File: config.mk
export PLATFORM = sky130hd
export DESIGN_NAME = smc777_ram_arbiter
export DESIGN_NICKNAME = d
export VERILOG_FILES = /design/src/rtl/smc777_ram_arbiter.sv
export SDC_FILE = /design/constraint.sdc
export NUM_CORES = 1
export LEC_CHECK = 0
export ABC_AREA = 0
export BUFFER_PORTS_ARGS = -buffer_cell sky130_fd_sc_hd__buf_2
export CORE_ASPECT_RATIO = 0.5
export CORE_MARGIN = 2
export CORE_UTILIZATION = 49
export CTS_BUF_LIST = sky130_fd_sc_hd__clkbuf_8
export DETAILED_ROUTE_END_ITERATION = 7
export GPL_TIMING_DRIVEN = 1
export PLACE_DENSITY = 0.76
export SYNTH_ARGS = -nofsm -noshare
export SYNTH_HDL_FRONTEND = slang
export SYNTH_SLANG_ARGS = --single-unit
File: constraint.sdc
create_clock -name clk -period 2.9 [get_ports clk]
set_clock_uncertainty 0.15 [all_clocks]
set_input_delay 0.29 -clock clk [delete_from_list [all_inputs] [get_ports clk]]
set_output_delay 0.29 -clock clk [all_outputs]
set_load 0.005 [all_outputs]
File: src/rtl/smc777_ram_arbiter.sv
// Single-port main-RAM arbiter for the SMC-777 core: video > download FIFO > CPU.
// Download bytes are buffered in a small FIFO and the HPS is throttled with ioctl_wait.
module smc777_ram_arbiter #(
    parameter int AW         = 16,
    parameter int DW         = 8,
    parameter int FIFO_DEPTH = 4,
    parameter int DL_INDEX   = 0
) (
    input  logic          clk,
    input  logic          reset_n,
    input  logic          ioctl_download,
    input  logic [7:0]    ioctl_index,
    input  logic          ioctl_wr,
    input  logic [24:0]   ioctl_addr,
    input  logic [7:0]    ioctl_dout,
    output logic          ioctl_wait,
    output logic          dl_busy,
    output logic          dl_overflow,
    input  logic          vid_req,
    input  logic [AW-1:0] vid_addr,
    output logic          vid_valid,
    output logic [DW-1:0] vid_data,
    input  logic          cpu_req,
    input  logic          cpu_we,
    input  logic [AW-1:0] cpu_addr,
    input  logic [DW-1:0] cpu_wdata,
    output logic          cpu_ack,
    output logic [DW-1:0] cpu_rdata,
    output logic [AW-1:0] ram_addr,
    output logic          ram_we,
    output logic [DW-1:0] ram_wdata,
    input  logic [DW-1:0] ram_rdata
);
    localparam int PW = $clog2(FIFO_DEPTH);
    localparam int EW = AW + DW;

    typedef enum logic [1:0] {ST_IDLE, ST_LOADING, ST_DRAIN} dl_state_t;

    dl_state_t     r_state, w_state_nxt;
    logic [EW-1:0] r_fifo [FIFO_DEPTH];
    logic [PW-1:0] r_wr_ptr, r_rd_ptr;
    logic [PW:0]   r_count, w_count_nxt;
    logic          r_wait, r_ovf;
    logic          r_vid_valid, r_cpu_ack, r_cpu_rd;
    logic [DW-1:0] r_cpu_rdata;

    logic          w_addr_ok, w_push_req, w_full, w_push, w_ovf, w_fifo_ne;
    logic          w_vid_gnt, w_dl_gnt, w_cpu_gnt;
    logic [EW-1:0] w_head;

    assign w_addr_ok  = ~|ioctl_addr[24:AW];
    assign w_push_req = (r_state == ST_LOADING) && ioctl_wr && w_addr_ok;
    assign w_full     = (r_count == (PW+1)'(FIFO_DEPTH));
    assign w_push     = w_push_req && !w_full;
    assign w_ovf      = w_push_req && w_full;
    assign w_fifo_ne  = (r_count != '0);
    assign w_head     = r_fifo[r_rd_ptr];

    // Grants are gated by reset so the RAM sees no traffic while reset is held.
    assign w_vid_gnt = reset_n && vid_req;
    assign w_dl_gnt  = reset_n && !vid_req && w_fifo_ne;
    assign w_cpu_gnt = reset_n && !vid_req && !w_fifo_ne && !dl_busy && !r_cpu_ack && cpu_req;

    assign w_count_nxt = r_count + (PW+1)'(w_push) - (PW+1)'(w_dl_gnt);

    always_comb begin
        w_state_nxt = r_state;
        case (r_state)
            ST_IDLE:    if (ioctl_download && ioctl_index == 8'(DL_INDEX)) w_state_nxt = ST_LOADING;
            ST_LOADING: if (!ioctl_download) w_state_nxt = ST_DRAIN;
            ST_DRAIN:   if (!w_fifo_ne) w_state_nxt = ST_IDLE;
            default:    w_state_nxt = ST_IDLE;
        endcase
    end

    always_ff @(posedge clk or negedge reset_n) begin
        if (!reset_n) begin
            r_state     <= ST_IDLE;
            r_wr_ptr    <= '0;
            r_rd_ptr    <= '0;
            r_count     <= '0;
            r_wait      <= 1'b0;
            r_ovf       <= 1'b0;
            r_vid_valid <= 1'b0;
            r_cpu_ack   <= 1'b0;
            r_cpu_rd    <= 1'b0;
            r_cpu_rdata <= '0;
        end else begin
            r_state <= w_state_nxt;
            r_count <= w_count_nxt;
            if (w_push)   r_wr_ptr <= r_wr_ptr + 1'b1;
            if (w_dl_gnt) r_rd_ptr <= r_rd_ptr + 1'b1;
            // Throttle one entry early so an in-flight HPS write still fits.
            r_wait <= (w_state_nxt != ST_IDLE) && (w_count_nxt >= (PW+1)'(FIFO_DEPTH-1));
            if (r_state == ST_IDLE && w_state_nxt == ST_LOADING) r_ovf <= 1'b0;
            else if (w_ovf)                                        r_ovf <= 1'b1;
            r_vid_valid <= w_vid_gnt;
            r_cpu_ack   <= w_cpu_gnt;
            r_cpu_rd    <= w_cpu_gnt && !cpu_we;
            if (r_cpu_ack && r_cpu_rd) r_cpu_rdata <= ram_rdata;
        end
    end

    always_ff @(posedge clk) begin
        if (w_push) r_fifo[r_wr_ptr] <= {ioctl_addr[AW-1:0], ioctl_dout};
    end

    always_comb begin
        ram_addr  = '0;
        ram_we    = 1'b0;
        ram_wdata = '0;
        if (w_vid_gnt) begin
            ram_addr = vid_addr;
        end else if (w_dl_gnt) begin
            ram_addr  = w_head[EW-1:DW];
            ram_we    = 1'b1;
            ram_wdata = w_head[DW-1:0];
        end else if (w_cpu_gnt) begin
            ram_addr  = cpu_addr;
            ram_we    = cpu_we;
            ram_wdata = cpu_wdata;
        end
    end

    assign ioctl_wait  = r_wait;
    assign dl_busy     = (r_state != ST_IDLE);
    assign dl_overflow = r_ovf;
    assign vid_valid   = r_vid_valid;
    assign vid_data    = r_vid_valid ? ram_rdata : '0;
    assign cpu_ack     = r_cpu_ack;
    assign cpu_rdata   = (r_cpu_ack && r_cpu_rd) ? ram_rdata : r_cpu_rdata;
endmodule

After elaboration in Yosys (flattened, before gate mapping):

Memory sizes are Yosys's and may differ from the RTL's.
Index checks and enable logic that the tools add are counted.

* bits of input ports: 96
* word-level logic and storage cells: 69
* output and inout port bits: 46
* memories: 1
* RAM bits: 96
* flip-flop bits (word level): 22

Memory list
* r_fifo: depth 4, width 24, read ports 1, clocked after Yosys merged registers in 0, wr ports 1, line 40 `logic [EW-1:0] r_fifo [FIFO_DEPTH];`

* reduce and logical (&&, ||, !) cells: 30
* add/sub/neg operators: 4
* multiplexer cells: 19
* magnitude comparators: 1
* equality and inequality tests: 4

Operator list (number)
* $mux W16: 3
* $mux W8: 5
* $logic_and A1 B1 Y1: 16
* $reduce_or A9 Y1: 1
* $logic_not A8 Y1: 1
* $logic_not A1 Y1: 7
* $mux W1: 7
* $mux W2: 3
* $pmux W2 S3: 1
* $reduce_bool A2 Y1: 3
* $add A2 B1 Y2 const B: 2
* $eq A2 B1 Y1 const B: 2
* $add A3 B1 Y3: 1
* $eq A3 B3 Y1 const B: 1
* $ge A3 B2 Y1 const B: 1
* $reduce_bool A3 Y1: 1
* $sub A3 B1 Y3: 1
* $eq A2 B2 Y1 const B: 1
* $logic_not A2 Y1: 1

Longest topological paths before layout:

* depth after elaboration: 9
* gate-level depth with buffers: 11
* mapped depth without buffers: 10

Worst setup path before layout:

Ideal clock, no wire load.

* path type: register -> register
* from: register r_count[1]
* to: register r_wait (netlist: ioctl_wait)
* arrival time: 2484 ps
* slack: 139 ps
* buffers on the path: 2
* period minus slack after synthesis: 2761 ps
* setup time: 127 ps
* stages on the path, launching flop included: 12
* required time: 2623 ps
* cells stage by stage: dfrtp_1 or3_1 clkbuf_1 and2_1 buf_2 ha_1 inv_1 ha_1 fa_1 xnor3_1 a21oi_1 a31oi_1

* elaborated cells between the ends (all ways): 12
* classes of those cells: 2 x add/sub; 1 x order compare; 1 x eq/ne; 2 x mux; 6 x reduce/logical

RTL lines
* from (decl): line 42 `logic [PW:0] r_count, w_count_nxt;`
* from (signal assigned): line 90 `r_count <= w_count_nxt;`
* $reduce_bool A3 Y1: line 56 `assign w_fifo_ne = (r_count != '0);`
* $logic_and A1 B1 Y1: line 61 `assign w_dl_gnt = reset_n && !vid_req && w_fifo_ne;`
* named net w_dl_gnt: line 48 `logic w_vid_gnt, w_dl_gnt, w_cpu_gnt;`
* $sub A3 B1 Y3: line 64 `assign w_count_nxt = r_count + (PW+1)'(w_push) - (PW+1)'(w_dl_gnt);`
* named net w_count_nxt[2]: line 42
* $ge A3 B2 Y1: line 94 `r_wait <= (w_state_nxt != ST_IDLE) && (w_count_nxt >= (PW+1)'(FIFO_DEPTH-1));`
* $logic_and A1 B1 Y1: line 94
* to (signal assigned): line 94
* to (decl): line 43 `logic r_wait, r_ovf;`

The timed path passes the listed nets, and every way through them passes these cells.
A chain may end at the register's enable or synchronous reset.

Worst setup path after layout:

* from: input port reset_n
* to: output port ram_addr[1]

* word-level cells in the longest chain between the ends: 8
* elaborated cells between the ends (all ways): 10
* classes of those cells: 3 x mux; 7 x reduce/logical

Ends and longest elaborated chain
* from (decl): line 10 `input logic reset_n,`
* $logic_and A1 B1 Y1: line 61, 62
* $logic_and A1 B1 Y1 (4 in series): line 62 `assign w_cpu_gnt = reset_n && !vid_req && !w_fifo_ne && !dl_busy && !r_cpu_ack && cpu_req;`
* $mux W16: line 118 `end else if (w_cpu_gnt) begin`
* $mux W16: line 114 `end else if (w_dl_gnt) begin`
* $mux W16 *: line 112 `if (w_vid_gnt) begin`
* to (decl): line 29 `output logic [AW-1:0] ram_addr,`

Every way passes the cells marked *; elsewhere a longest branch is shown, timed or not.

==> impl_metrics.csv <==
group,metric,value,unit
run_status,status,"complete, no violations",
min_path,holdCritStartpoint,"cpu_req",
critical_path,crit_chain,"dlygate4sd3_1 -> buf_2 -> buf_4 -> and2_1 -> a221o_1 -> buf_2",
pwr,power.total,4.450,mW
placement,hpwl,7.653,mm
die,die_w,146.6,um
critical_path,critPathBufInv,4,
synth,synth_area,4981,um^2
pwr,comb_power_share,22.2,%
global_routing,grt_max_degree,26,
pwr,seqPwrFrac,44.4,%
clock_tree,cts_setup_buffers,0,
timing,finalHoldViolCount,0,
pwr,internal_power,3.251,mW
die,core,9666,um^2
timing,fmax,369.8,MHz
global_routing,grt-ovfl-total,0,
synth,netlist_instances,266,
cells_and_area,layout_common_cells,"141 x buf_2, 96 x edfxtp_1, 35 x dlygate4sd3_1",
die,die_area,11040,um^2
run,max-cap-violations,0,
pwr,vdd_ir_drop_max,0.3357,mV
timing,maxSlewViolCount,0,
detailed_routing,ant_nets,0,
global_routing,grt_pass1_vias,3377,
cells_and_area,n_antenna_cell,0,
clock_tree,ctsLongestPathBuffers,2,
clock_tree,clk-insertion-delay-late,0.41,ns
pwr,total_leakage_power,2.767,nW
critical_path,cp_data_required_time,2.46,ns
die,initial_core_util,51.53,%
detailed_routing,via_per_inst,5.453,
critical_path,startpoint_type,"input port",
cells_and_area,final_cells,611,
clock_tree,cts_sinks,118,
detailed_routing,first_iter_violations,199,
critical_path,cpLargestDelayFamily,"buffers and inverters",
placement,dp.cells,544,
critical_path,worst-setup-path-type,"input port to output pin",
synth,async_flop_share,18.64,%
cells_and_area,final_common_cell,"buf_2",
cells_and_area,area_growth,33.26,%
synth,synth_cell_types,39,
pwr,p_per_area,670.4,nW/um^2
detailed_routing,wl_per_cell,19.06,um
die,die_height,75.30,um
synth,yosysWarnings,0,
timing,period_share,93.25,%
detailed_routing,drt_first_pass_iters,5,
clock_tree,numCtsBuffers,17,
placement,place.gp.congestion,0.7857,
min_path,worstHoldPathType,"input port to flip-flop",
timing,fin_tns_setup,0,ns
timing,fin_crit,2.704,ns
timing,finalSetupViolCount,0,
placement,post-place-ws,0.3063,ns
clock_tree,clk_pin_slew,0.07,ns
synth,synthesis.nets,369,
critical_path,rr_startpoint,"r_state[1]",
critical_path,cp_slowest_cell,"and2_1",
critical_path,arrival,2.26,ns
detailed_routing,vias,3332,
synth,yosys_most_used_dff,"edfxtp_1",
placement,port_buffers,141,
cells_and_area,nNetsFinal,566,
timing,fin_ws,0.1958,ns
die,core.rowCount,25,
critical_path,worst_setup_path_end_kind,"output pin",
pwr,p_sw_share,26.93,%
global_routing,grt_pass1_wl,17.04,mm
synth,synth_edf_count,96,
pwr,p_switching,1.198,mW
clock_tree,cts_tree,"done",
global_routing,grt_usage,21.27,%
clock_tree,htreeDepth,4,
timing,maxSlewHeadroom,51.57,%
detailed_routing,routed_wl,11.65,mm
cells_and_area,drive_gt1_share,45.59,%
critical_path,critPathMaxFanout,24,
critical_path,crit_top_cell,"buf_2",
synth,ys_seq_area_share,68.93,%
die,ios,142,
critical_path,critPathLaunch,"reset_n",
timing,rsz0062_at_grt,"no",
global_routing,grt_antenna_before_repair,0,
detailed_routing,drc_errors,0,
synth,synth-seq-cells,118,
clock_tree,root_buffer,"clkbuf_8",
timing,worstMarginPinSlew,0.7264,ns
synth,postSynthAreaPerCell,18.73,um^2
critical_path,slowest_delay,0.66,ns
pwr,pwr-share-clk,33.4,%
-- cell usage after synthesis, types with 2 or more instances --
cell type,n,share of area (%)
edfxtp_1,96,58
dfrtp_1,22,11
mux4_2,17,7.7
a221o_1,16,3.2
and3_1,16,2.0
and2_1,14,1.8
inv_1,9,0.68
mux2_2,9,2.0
a22o_1,8,1.4
clkbuf_1,7,0.53
mux4_1,7,3.7
ha_1,6,1.5
buf_2,3,0.30
nor4_1,3,0.38
or4_1,3,0.45
a31oi_1,2,0.25
buf_4,2,0.30
buf_6,2,0.45
nand2_1,2,0.15
nor2_1,2,0.15
xnor2_1,2,0.35
-- area by class of cell --
class | instances | area [um^2]
Sequential cell | 118 | 3437
Fill cell | 627 | 3028
Multi-Input combinational cell | 124 | 1415
Timing Repair Buffer | 193 | 1184
Clock buffer | 17 | 234.0
Tap cell | 135 | 168.9
Clock inverter | 15 | 165.2
Inverter | 9 | 33.78
-- registers in the layout, summed over array words and instances (netlist names) --
name and count:
r_cpu_rd 1, r_cpu_rdata 8, r_wr_ptr 2, dl_overflow 1, r_rd_ptr 2, r_fifo 96
r_count 3, vid_valid 1, ioctl_wait 1, cpu_ack 1, r_state 2
-- final timing paths --
path,slack [ns],depth (start not counted),endpoint
worst min register to register,0.34,1,r_cpu_rdata[1]
max in group asynchronous,2.09,3,r_rd_ptr[0]
worst min-delay path,0.1,3,r_cpu_rd
worst max register to register,0.28,10,ioctl_wait
min in group asynchronous,0.25,3,r_wr_ptr[1]
worst max-delay path,0.20,6,ram_addr[1]
-- routing by layer --
metal	GRT usage (%)	up-vias	routed length (um)	part of all wire, %
li1	-	1501	-	-
met1	24.61	1686	4794	41
met2	38.13	127	6003	52
met3	5.868	18	683	5.9
met4	10.90	0	167	1.4
met5	0	-	0	0
-- tightest hold or removal path, stage by stage --
cell       delay, ns
buf_2           0.09
nand4bb_1       0.16
nor4_1          0.07
-- power by group through the flow --
stage / Clock (mW) / Sequential (mW) / Combinational (mW)
3_5_place_dp: 0 / 2.01 / 0.955
5_1_grt: 1.59 / 1.99 / 1.06
6_report: 1.48 / 1.98 / 0.987
3_3_place_gp: 0 / 2.00 / 0.918
4_1_cts: 1.51 / 1.97 / 0.990
2_1_floorplan: 0 / 1.94 / 0.763
-- cells by family after synthesis --
logic type,after synthesis,synth area share (%)
compound gates,31,5.601
xor+xnor,4,0.9797
mux,33,13.41
fa+ha+maj,7,1.909
buf+inv,24,2.663
flops,118,68.93
simple gates,49,6.506
-- what timing repair did --
| action | 4_1_cts | 5_1_grt |
|---|---|---|
| hold buffers | 35 | 0 |
| setup endpoints to repair | 0 | 9 |
| resized for setup | 0 | 1 |
| hold endpoints to repair | 130 | 0 |
-- metrics by stage --
stage | instance area, um^2 | utilization [%] | hold WS [ns]
after detailed placement | 5886 | 60.89 | 0.1501
final | 6638 | 68.67 | 0.09680
after floorplan | 4981 | - | -0.1556
after global placement | 5886 | 60.89 | 0.1429
after global routing | 6638 | 68.67 | 0.08915
after CTS | 6635 | 68.65 | 0.07550
Power figures use the tool's default switching activity.
